`src/rtl/apb_arbiter.sv`:
```
// apb_arbiter: two-port round-robin arbiter and APB transfer sequencer.
// Two requesters (m0, m1) hand over single read/write transactions on a
// valid/ready handshake. The winner's transaction is run through the APB
// SETUP and ACCESS phases, and a one-cycle response carrying read data and
// error status is returned to that requester only.
//
// Optional feature: define APB_ARB_TIMEOUT_EN to enable an ACCESS-phase
// watchdog. After TIMEOUT wait-state cycles without PREADY the transfer is
// aborted and reported to the owner with rsp_err=1. Without the macro the
// ACCESS phase waits indefinitely for PREADY.

module apb_arbiter #(
   parameter int ADDR_W  = 32,
   parameter int DATA_W  = 32,
   parameter int TIMEOUT = 16
) (
   input  logic              clk,
   input  logic              rst,

   input  logic              m0_valid,
   output logic              m0_ready,
   input  logic              m0_write,
   input  logic [ADDR_W-1:0] m0_addr,
   input  logic [DATA_W-1:0] m0_wdata,
   output logic              m0_rsp_valid,
   output logic [DATA_W-1:0] m0_rsp_rdata,
   output logic              m0_rsp_err,

   input  logic              m1_valid,
   output logic              m1_ready,
   input  logic              m1_write,
   input  logic [ADDR_W-1:0] m1_addr,
   input  logic [DATA_W-1:0] m1_wdata,
   output logic              m1_rsp_valid,
   output logic [DATA_W-1:0] m1_rsp_rdata,
   output logic              m1_rsp_err,

   output logic              PSEL,
   output logic              PENABLE,
   output logic              PWRITE,
   output logic [ADDR_W-1:0] PADDR,
   output logic [DATA_W-1:0] PWDATA,
   input  logic [DATA_W-1:0] PRDATA,
   input  logic              PREADY,
   input  logic              PSLVERR
);

   typedef enum logic [1:0] {
      IDLE   = 2'd0,
      SETUP  = 2'd1,
      ACCESS = 2'd2
   } state_t;

   state_t              state_q, state_d;
   logic                last_grant_q, last_grant_d;
   logic                owner_q, owner_d;
   logic                write_q, write_d;
   logic [ADDR_W-1:0]   addr_q, addr_d;
   logic [DATA_W-1:0]   wdata_q, wdata_d;

   logic                m0_rsp_valid_q, m0_rsp_valid_d;
   logic                m1_rsp_valid_q, m1_rsp_valid_d;
   logic [DATA_W-1:0]   m0_rsp_rdata_q, m0_rsp_rdata_d;
   logic [DATA_W-1:0]   m1_rsp_rdata_q, m1_rsp_rdata_d;
   logic                m0_rsp_err_q, m0_rsp_err_d;
   logic                m1_rsp_err_q, m1_rsp_err_d;

   logic                grant0;
   logic                grant1;
   logic                timeout_hit;

`ifdef APB_ARB_TIMEOUT_EN
   localparam logic [8:0] TIMEOUT_LIM = 9'(TIMEOUT);

   logic [7:0]          to_cnt_q, to_cnt_d;

   // Watchdog counter: cleared while in SETUP so it starts at 0 on entering
   // ACCESS, then counts every ACCESS cycle that ends without PREADY.
   always_comb begin
      to_cnt_d = to_cnt_q;
      if (state_q == SETUP) begin
         to_cnt_d = 8'd0;
      end else if (state_q == ACCESS && !PREADY) begin
         to_cnt_d = to_cnt_q + 8'd1;
      end
   end

   // Abort fires on the edge where this wait cycle would bring the count to
   // TIMEOUT; a PREADY on that same edge takes priority as a normal finish.
   always_comb begin
      timeout_hit = (state_q == ACCESS) && !PREADY &&
                    (({1'b0, to_cnt_q} + 9'd1) >= TIMEOUT_LIM);
   end

   // Watchdog counter register.
   always_ff @(posedge clk or posedge rst) begin
      if (rst) begin
         to_cnt_q <= 8'd0;
      end else begin
         to_cnt_q <= to_cnt_d;
      end
   end
`else
   logic unused_timeout_cfg;

   assign unused_timeout_cfg = (TIMEOUT != 0);

   // Without the watchdog an ACCESS phase only ends on PREADY.
   always_comb begin
      timeout_hit = 1'b0;
   end
`endif

   // Round-robin arbitration, only meaningful in IDLE: a lone request wins,
   // a tie goes to whoever was not granted last. Held low during reset so
   // every output reads 0 while rst is asserted.
   always_comb begin
      grant0 = 1'b0;
      grant1 = 1'b0;
      if (state_q == IDLE && !rst) begin
         if (m0_valid && m1_valid) begin
            if (last_grant_q) begin
               grant0 = 1'b1;
            end else begin
               grant1 = 1'b1;
            end
         end else begin
            grant0 = m0_valid;
            grant1 = m1_valid;
         end
      end
   end

   // Next-state logic: accept a request in IDLE, one SETUP cycle, then ACCESS
   // until PREADY (or the watchdog) finishes the transfer and queues the
   // owner's one-cycle response.
   always_comb begin
      state_d        = state_q;
      last_grant_d   = last_grant_q;
      owner_d        = owner_q;
      write_d        = write_q;
      addr_d         = addr_q;
      wdata_d        = wdata_q;
      m0_rsp_valid_d = 1'b0;
      m1_rsp_valid_d = 1'b0;
      m0_rsp_rdata_d = '0;
      m1_rsp_rdata_d = '0;
      m0_rsp_err_d   = 1'b0;
      m1_rsp_err_d   = 1'b0;

      case (state_q)
         IDLE: begin
            if (grant0 || grant1) begin
               owner_d      = grant1;
               last_grant_d = grant1;
               write_d      = grant1 ? m1_write : m0_write;
               addr_d       = grant1 ? m1_addr  : m0_addr;
               wdata_d      = grant1 ? m1_wdata : m0_wdata;
               state_d      = SETUP;
            end
         end

         SETUP: begin
            state_d = ACCESS;
         end

         ACCESS: begin
            if (PREADY) begin
               state_d = IDLE;
               if (owner_q) begin
                  m1_rsp_valid_d = 1'b1;
                  m1_rsp_err_d   = PSLVERR;
                  if (!write_q && !PSLVERR) begin
                     m1_rsp_rdata_d = PRDATA;
                  end
               end else begin
                  m0_rsp_valid_d = 1'b1;
                  m0_rsp_err_d   = PSLVERR;
                  if (!write_q && !PSLVERR) begin
                     m0_rsp_rdata_d = PRDATA;
                  end
               end
            end else if (timeout_hit) begin
               state_d = IDLE;
               if (owner_q) begin
                  m1_rsp_valid_d = 1'b1;
                  m1_rsp_err_d   = 1'b1;
               end else begin
                  m0_rsp_valid_d = 1'b1;
                  m0_rsp_err_d   = 1'b1;
               end
            end
         end

         default: begin
            state_d = IDLE;
         end
      endcase
   end

   // State, latched transaction and response registers; reset clears every
   // output and makes m0 the winner of the first tie.
   always_ff @(posedge clk or posedge rst) begin
      if (rst) begin
         state_q        <= IDLE;
         last_grant_q   <= 1'b1;
         owner_q        <= 1'b0;
         write_q        <= 1'b0;
         addr_q         <= '0;
         wdata_q        <= '0;
         m0_rsp_valid_q <= 1'b0;
         m1_rsp_valid_q <= 1'b0;
         m0_rsp_rdata_q <= '0;
         m1_rsp_rdata_q <= '0;
         m0_rsp_err_q   <= 1'b0;
         m1_rsp_err_q   <= 1'b0;
      end else begin
         state_q        <= state_d;
         last_grant_q   <= last_grant_d;
         owner_q        <= owner_d;
         write_q        <= write_d;
         addr_q         <= addr_d;
         wdata_q        <= wdata_d;
         m0_rsp_valid_q <= m0_rsp_valid_d;
         m1_rsp_valid_q <= m1_rsp_valid_d;
         m0_rsp_rdata_q <= m0_rsp_rdata_d;
         m1_rsp_rdata_q <= m1_rsp_rdata_d;
         m0_rsp_err_q   <= m0_rsp_err_d;
         m1_rsp_err_q   <= m1_rsp_err_d;
      end
   end

   // APB control follows the phase directly; the payload comes from the
   // latched transaction and therefore holds its last value in IDLE.
   always_comb begin
      PSEL    = (state_q != IDLE);
      PENABLE = (state_q == ACCESS);
      PWRITE  = write_q;
      PADDR   = addr_q;
      PWDATA  = wdata_q;
   end

   // Requester-side handshake and response outputs.
   always_comb begin
      m0_ready     = grant0;
      m1_ready     = grant1;
      m0_rsp_valid = m0_rsp_valid_q;
      m1_rsp_valid = m1_rsp_valid_q;
      m0_rsp_rdata = m0_rsp_rdata_q;
      m1_rsp_rdata = m1_rsp_rdata_q;
      m0_rsp_err   = m0_rsp_err_q;
      m1_rsp_err   = m1_rsp_err_q;
   end

endmodule

```
`config.mk`:
```
export PLATFORM = sky130hd
export DESIGN_NAME = apb_arbiter
export DESIGN_NICKNAME = d
export VERILOG_FILES = /design/src/rtl/apb_arbiter.sv
export SDC_FILE = /design/constraint.sdc
export NUM_CORES = 1
export LEC_CHECK = 0
export ABC_CLOCK_PERIOD_IN_PS = 6600
export CAP_MARGIN = 5
export CORE_MARGIN = 2
export CORE_UTILIZATION = 44
export CTS_BUF_LIST = sky130_fd_sc_hd__clkbuf_4 sky130_fd_sc_hd__clkbuf_8
export DETAILED_ROUTE_END_ITERATION = 8
export GPL_TIMING_DRIVEN = 1
export PLACE_DENSITY = 0.89
export REMOVE_ABC_BUFFERS = 1
export SLEW_MARGIN = 10
export SYNTH_ARGS = -nofsm -noshare
export SYNTH_HDL_FRONTEND = slang
export SYNTH_SLANG_ARGS = --single-unit
```
`constraint.sdc`:
```
create_clock -name clk -period 6.6 [get_ports clk]
set_input_delay 0.66 -clock clk [delete_from_list [all_inputs] [get_ports clk]]
set_output_delay 0.66 -clock clk [all_outputs]
set_load 0.05 [all_outputs]
```
==> results of run 1 <==
worst register-to-register path: cells and delay by family (launching register included):
| family | cells | cell delay (ns) |
|---|---|---|
| buffers and inverters | 2 | 1.29 |
| flip-flops | 1 | 0.46 |
| AND/OR/NAND/NOR | 2 | 0.38 |
| AO/OA/AOI/OAI | 1 | 0.24 |
area by class of cell:
cell class,instances,share of cell area
clock buffer,22,0.0327
clock inverter,10,0.0103
inverter,3,0.00152
multi-input combinational,344,0.214
sequential,137,0.378
tap,172,0.0237
timing repair buffer,310,0.340
layer usage:
layer / vias up / global-route usage / part of all wire
met5: - / 0 / 0
met3: 54 / 0.0761 / 0.075
met1: 2824 / 0.349 / 0.38
li1: 2538 / - / -
met2: 343 / 0.485 / 0.51
met4: 0 / 0.134 / 0.035
final timing paths:
path | slack, ns | startpoint | to | cells after the start
hold reg to reg | 0.51 | owner_q$_DFFE_PP0P_ | owner_q$_DFFE_PP0P_ | 1
min in group asynchronous | 0.90 | rst | state_q[1]$_DFFE_PP0P_ | 2
max in group asynchronous | 4.35 | rst | PADDR[6]$_DFFE_PP0P_ | 3
setup / recovery | 2.97 | rst | m1_ready | 4
setup reg to reg | 4.03 | state_q[0]$_DFFE_PP0P_ | PWDATA[29]$_DFFE_PP0P_ | 5
hold / removal | 0.51 | owner_q$_DFFE_PP0P_ | owner_q$_DFFE_PP0P_ | 1
placed cells by master (no fill, tap or decap), types with 2 or more instances in the layout:
cell type,count
a21oi_1,65
buf_4,6
clkinv_2,3
nand3_1,65
and2_1,2
a31oi_1,65
clkbuf_8,21
dfrtp_1,136
a21o_1,2
clkdlybuf4s50_1,304
and3_1,65
nor2_1,2
clkinvlp_4,3
clkinv_4,3
o21ai_0,21
o21ai_1,45
power by group through the flow:
stage / registers (uW) / clock network, uW / logic [uW]
6_report: 1210 / 672 / 1830
5_1_grt: 1230 / 712 / 1900
4_1_cts: 1210 / 677 / 1820
3_5_place_dp: 1210 / 0 / 1820
3_3_place_gp: 1200 / 0 / 1780
2_1_floorplan: 1910 / 0 / 398
kinds of logic (layout without fill, tap and decap cells):
group / after synthesis / count (layout) / synth area share
muxes: 1 / 1 / 0.00176
buffers and inverters: 66 / 345 / 0.0600
AOI/OAI and AO/OA: 200 / 200 / 0.192
and+or+nand+nor: 143 / 143 / 0.143
DFF: 137 / 137 / 0.603
synth_stat cells, types with 2 or more instances:
cell,number,share of area
dfrtp_1,136,0.60
a21oi_1,65,0.057
a31oi_1,65,0.071
and3_1,65,0.071
nand3_1,65,0.057
o21ai_1,45,0.040
buf_2,27,0.024
clkbuf_1,22,0.015
o21ai_0,21,0.018
buf_4,8,0.011
buf_6,4,0.0079
nor2_1,3,0.0020
a21o_1,2,0.0026
and2_1,2,0.0022
buf_1,2,0.0013
inv_1,2,0.0013
registers in the layout, summed over array words and instances (netlist names):
register / flops
m1_rsp_valid: 1
PWRITE: 1
m0_rsp_err: 1
PADDR: 32
m0_rsp_rdata: 32
m0_rsp_valid: 1
owner_q: 1
last_grant_q: 1
m1_rsp_err: 1
PWDATA: 32
m1_rsp_rdata: 32
state_q: 2
through the flow:
| step | hold slack (ns) | std cells | total power [uW] | instance area (sq um) | setup WS [ns] |
|---|---|---|---|---|---|
| global route | 0.530 | 998 | 3850 | 9080 | 2.91 |
| floorplan | 0.457 | 484 | 2310 | 5360 | 0.769 |
| finish | 0.512 | 998 | 3710 | 9080 | 2.97 |
| detailed placement | 0.498 | 966 | 3030 | 8690 | 2.86 |
| CTS | 0.517 | 998 | 3700 | 9080 | 2.99 |
| global placement | 0.485 | 966 | 2980 | 8690 | 3.02 |
==> metrics.txt, run 1 <==
H-tree levels 4; FF+latch count, synth between 100 and 150; Clk pin slew, worst setup/hold paths about 0.08 ns; total gr overflow 0; I/O pins between 300 and 400; area added between synthesis and finish 59.5%; die area around 14000 sq um; RSZ-0062 raised after global routing false; nets around 980; register area ~3400 sq um; height of the die between 100 and 150 um; Iter 0 DRT Violations 932; CTS tree built; CTS Sinks 137; Worst path most repeated cell clkdlybuf4s50_1; combinational share of power 0.493; Cell Pwr Density roughly 410 nW/um^2; Post-Route WL 20300 um; Net Switching 1720 uW; multi-input logic area roughly 1900 sq um; Arr. time, crit path 2.97 ns; Worst Hold Class register to register; filler instances roughly 900; vias post-DR approximately 5800; CP Cell Sequence clkdlybuf4s50_1 > or3_4 > nor2_1 > clkdlybuf4s50_1; outcome complete, no violations; Post-synth ARST share 1.00; Worst-Margin Slew about 1.1 ns; largest net degree at the start of global routing just over 80; n_diodes 0; Max Slew Vio Count 0; PortBufs 304; Slew HR 0.253; Inserted Clock Buffers 17; Setup Buffers After CTS 0; Post-Syn Area between 5000 and 6000 sq um; Avg Vias per Cell ~5.8; CP max stage delay between 0.8 and 0.9 ns; Post-synth top flop dfrtp_1; Resize count post-CTS 0; first-pass GRT wire length 31300 um; Internal between 1500 and 2000 uW; slowest stage cell, crit path clkdlybuf4s50_1; CTS root buf clkbuf_8; die width 118 um; worst-path fanout max 67; Sequential Power Share 0.326; Clk pwr share 0.181; setup TNS 0 ns; Setup crit start kind input port; DR DRC count 0; Hold Fails Final Rpt 0; Skew-Pair Late Insertion Delay between 0.4 and 0.5 ns; Avg WL per Cell about 20 um; Layout Utilization 0.719; crit end category output port; Syn Area/Cell 10.4 sq um; total track usage 0.290; vias in the first global route about 5600; Mapped Cells 547; maximum clock rate roughly 280 MHz; layout cells sized above 1 0.0581; delay-heaviest family, CP buffers and inverters; Max-cap violations 0; CTS Buffer Depth 2; Setup violations, final 0; number of buffer and inverter stages on the critical path 2; Tcrit/Tclk final 0.550; hpwl dp between 10000 and 15000 um; skew final 0.0159 ns; Placer Congestion 0.933; Hold Buf Count CTS 0; row count 41; Core Box Area 12600 sq um; drt pass-1 iters 8; initial antenna violation count 0; Yosys warning count 0; Netlist cell types 29; initial cell density of the core 0.451; Sw Ratio 0.463; Routed Antenna Nets 0; leakage 0.00388 uW; fin crit period between 3 and 4 ns; sequential element share of the synthesized area 0.603; Worst VDD drop 0.320 mV; Crit path required time approximately 6 ns; Post-synth EDFFs 0; critical path type input port to output port
Power figures use the tool's default switching activity.
==> run 2: changes to the inputs <==
- ABC_CLOCK_PERIOD_IN_PS: 6600 -> 3280
- CORE_UTILIZATION: 44 -> 37
- PLACE_DENSITY: 0.89 -> 0.8
- clock period: 6.6 -> 3.28 ns (I/O delays scaled with it)
==> metrics.txt, run 2 (synthesis gave the netlist of run 1 again) <==
maximum clock rate around 340 MHz; setup TNS 0 ns (unchanged); vias post-DR 5456 (-5.3%); Max Slew Vio Count 0 (unchanged); Hold Buf Count CTS 0 (unchanged); DR DRC count 0 (unchanged); Arr. time, crit path 2.57 ns (-0.40 ns); skew final 0.00895 ns (-0.00692 ns); most common cell after layout, fill and taps aside clkdlybuf4s50_1; die width 128 um (+8.7%); delay-heaviest family, CP buffers and inverters; leakage 0.00392 uW (+1.1%); CTS Buffer Depth 2 (unchanged); total gr overflow 0 (unchanged); Iter 0 DRT Violations 284 (-70%); nets 985 (+0.41%); die area 16400 sq um (+18%); Routed Antenna Nets 0 (unchanged); Skew-Pair Late Insertion Delay 0.43 ns (-0.02 ns); layout cells sized above 1 0.0627 (+0.00454); Cell Pwr Density 820 nW/um^2 (+100%); outcome complete, no violations; I/O pins 305 (unchanged); Internal 4070 uW (+100%); Setup Buffers After CTS 0 (unchanged); Resize count post-CTS 0 (unchanged); fin crit period about 2.9 ns; initial cell density of the core 0.377 (-0.0738); top layer in use met4; multi-input logic area 1940 sq um (-0.13%); register area 3430 sq um (unchanged); Core Box Area 15100 sq um (+20%); Crit path depth 3 (-1); Setup crit start kind register; Net Switching 3470 uW (+100%); CTS tree built; largest net degree at the start of global routing 131 (+62%); Inserted Clock Buffers 17 (unchanged); Setup violations, final 0 (unchanged); hpwl dp 12600 um (-7.9%); FF-to-FF path depth 5 (unchanged); initial antenna violation count 0 (unchanged); Avg WL per Cell 18.3 um (-9.7%); Post-Route WL 18700 um (-7.9%); Crit path required time 2.95 ns (-2.99 ns); Sw Ratio 0.460 (-0.00373); vias in the first global route 5405 (-4.1%); Avg Vias per Cell 5.36 (-7.1%); Clk pwr share 0.193 (+0.012); Placer Congestion 0.837 (-10%); number of buffer and inverter stages on the critical path 1 (-1); Slew HR 0.353 (+0.100); PortBufs 304 (unchanged); Worst Hold Class input port to asynchronous set/reset pin; Sequential Power Share 0.317 (-0.009); wl on met1 7190 um (-7.5%); Max-cap violations 0 (unchanged); first-pass GRT wire length 29200 um (-6.7%); CP Cell Sequence or3_4 > nor2_1 > clkdlybuf4s50_1; Hold Fails Final Rpt 0 (unchanged); Worst-Margin Slew 0.970 ns (-0.148 ns); combinational share of power 0.490 (-0.003); wire length on met3 1740 um (+15%); row count 45 (+9.8%); crit end category output port; drt pass-1 iters 5 (-3); CTS Sinks 137 (unchanged); Layout Utilization 0.609 (-0.110); area added between synthesis and finish 61.6%; placed insts 986 (+2.1%); H-tree levels 4 (unchanged); Worst VDD drop 0.536 mV (+68%); hold slack final 0.412 ns (-0.101 ns); most frequent cells in the layout 304 x clkdlybuf4s50_1, 136 x dfrtp_1; slowest stage cell, crit path clkdlybuf4s50_1; Clk pin slew, worst setup/hold paths 0.08 ns (about the same); RSZ-0062 raised after global routing false; CP max stage delay 0.85 ns (about the same); met2 wire length 9350 um (-8.9%); filler instances 1248 (+39%); critical path type register to output port; worst-path fanout max 26 (-61%); n_diodes 0 (unchanged); total track usage 0.230 (-0.0597); Tcrit/Tclk final 0.884; CTS root buf clkbuf_8; final instance count without filler cells 1018 (+2.0%); height of the die 128 um (+8.7%)
-- run 2: per-layer routing --
layer  vias up  GRT usage
li1       2551          -
met1      2597      0.277
met2       278      0.384
met3        30     0.0839
met4         0     0.0737
met5         -          0
-- run 2: final cells by class --
| class | count | area share |
|---|---|---|
| clock buffer | 19 | 0.0284 |
| sequential | 137 | 0.373 |
| multi-input combinational | 344 | 0.211 |
| clock inverter | 13 | 0.0173 |
| timing repair buffer | 314 | 0.343 |
| tap | 188 | 0.0256 |
| inverter | 3 | 0.00177 |
-- run 2: per-stage QoR --
stage	area (sq um)	total power [uW]	setup slack (ns)
2_1_floorplan	5360	4650	-2.36
3_3_place_gp	8780	6080	0.511
3_5_place_dp	8780	6120	0.448
4_1_cts	9200	7600	0.345
5_1_grt	9200	7910	0.262
6_report	9200	7540	0.381
-- run 2: power by group through the flow --
stage	logic (uW)	clock network [uW]	registers, uW
global placement	3680	0	2400
floorplan	801	0	3850
finish	3700	1460	2390
detailed placement	3710	0	2410
CTS	3720	1490	2390
global route	3900	1570	2440
-- run 2: path summary, 6_finish.rpt --
check / startpoint / endpoint / slack (ns)
min in group clk: m1_write / PWRITE$_DFFE_PP0P_ / 0.46
hold / removal: rst / m0_rsp_rdata[25]$_DFF_PP0_ / 0.41
setup / recovery: state_q[0]$_DFFE_PP0P_ / m1_ready / 0.38
max in group asynchronous: rst / m0_rsp_rdata[20]$_DFF_PP0_ / 2.02
hold reg to reg: owner_q$_DFFE_PP0P_ / owner_q$_DFFE_PP0P_ / 0.51
setup reg to reg: state_q[0]$_DFFE_PP0P_ / PADDR[29]$_DFFE_PP0P_ / 1.39
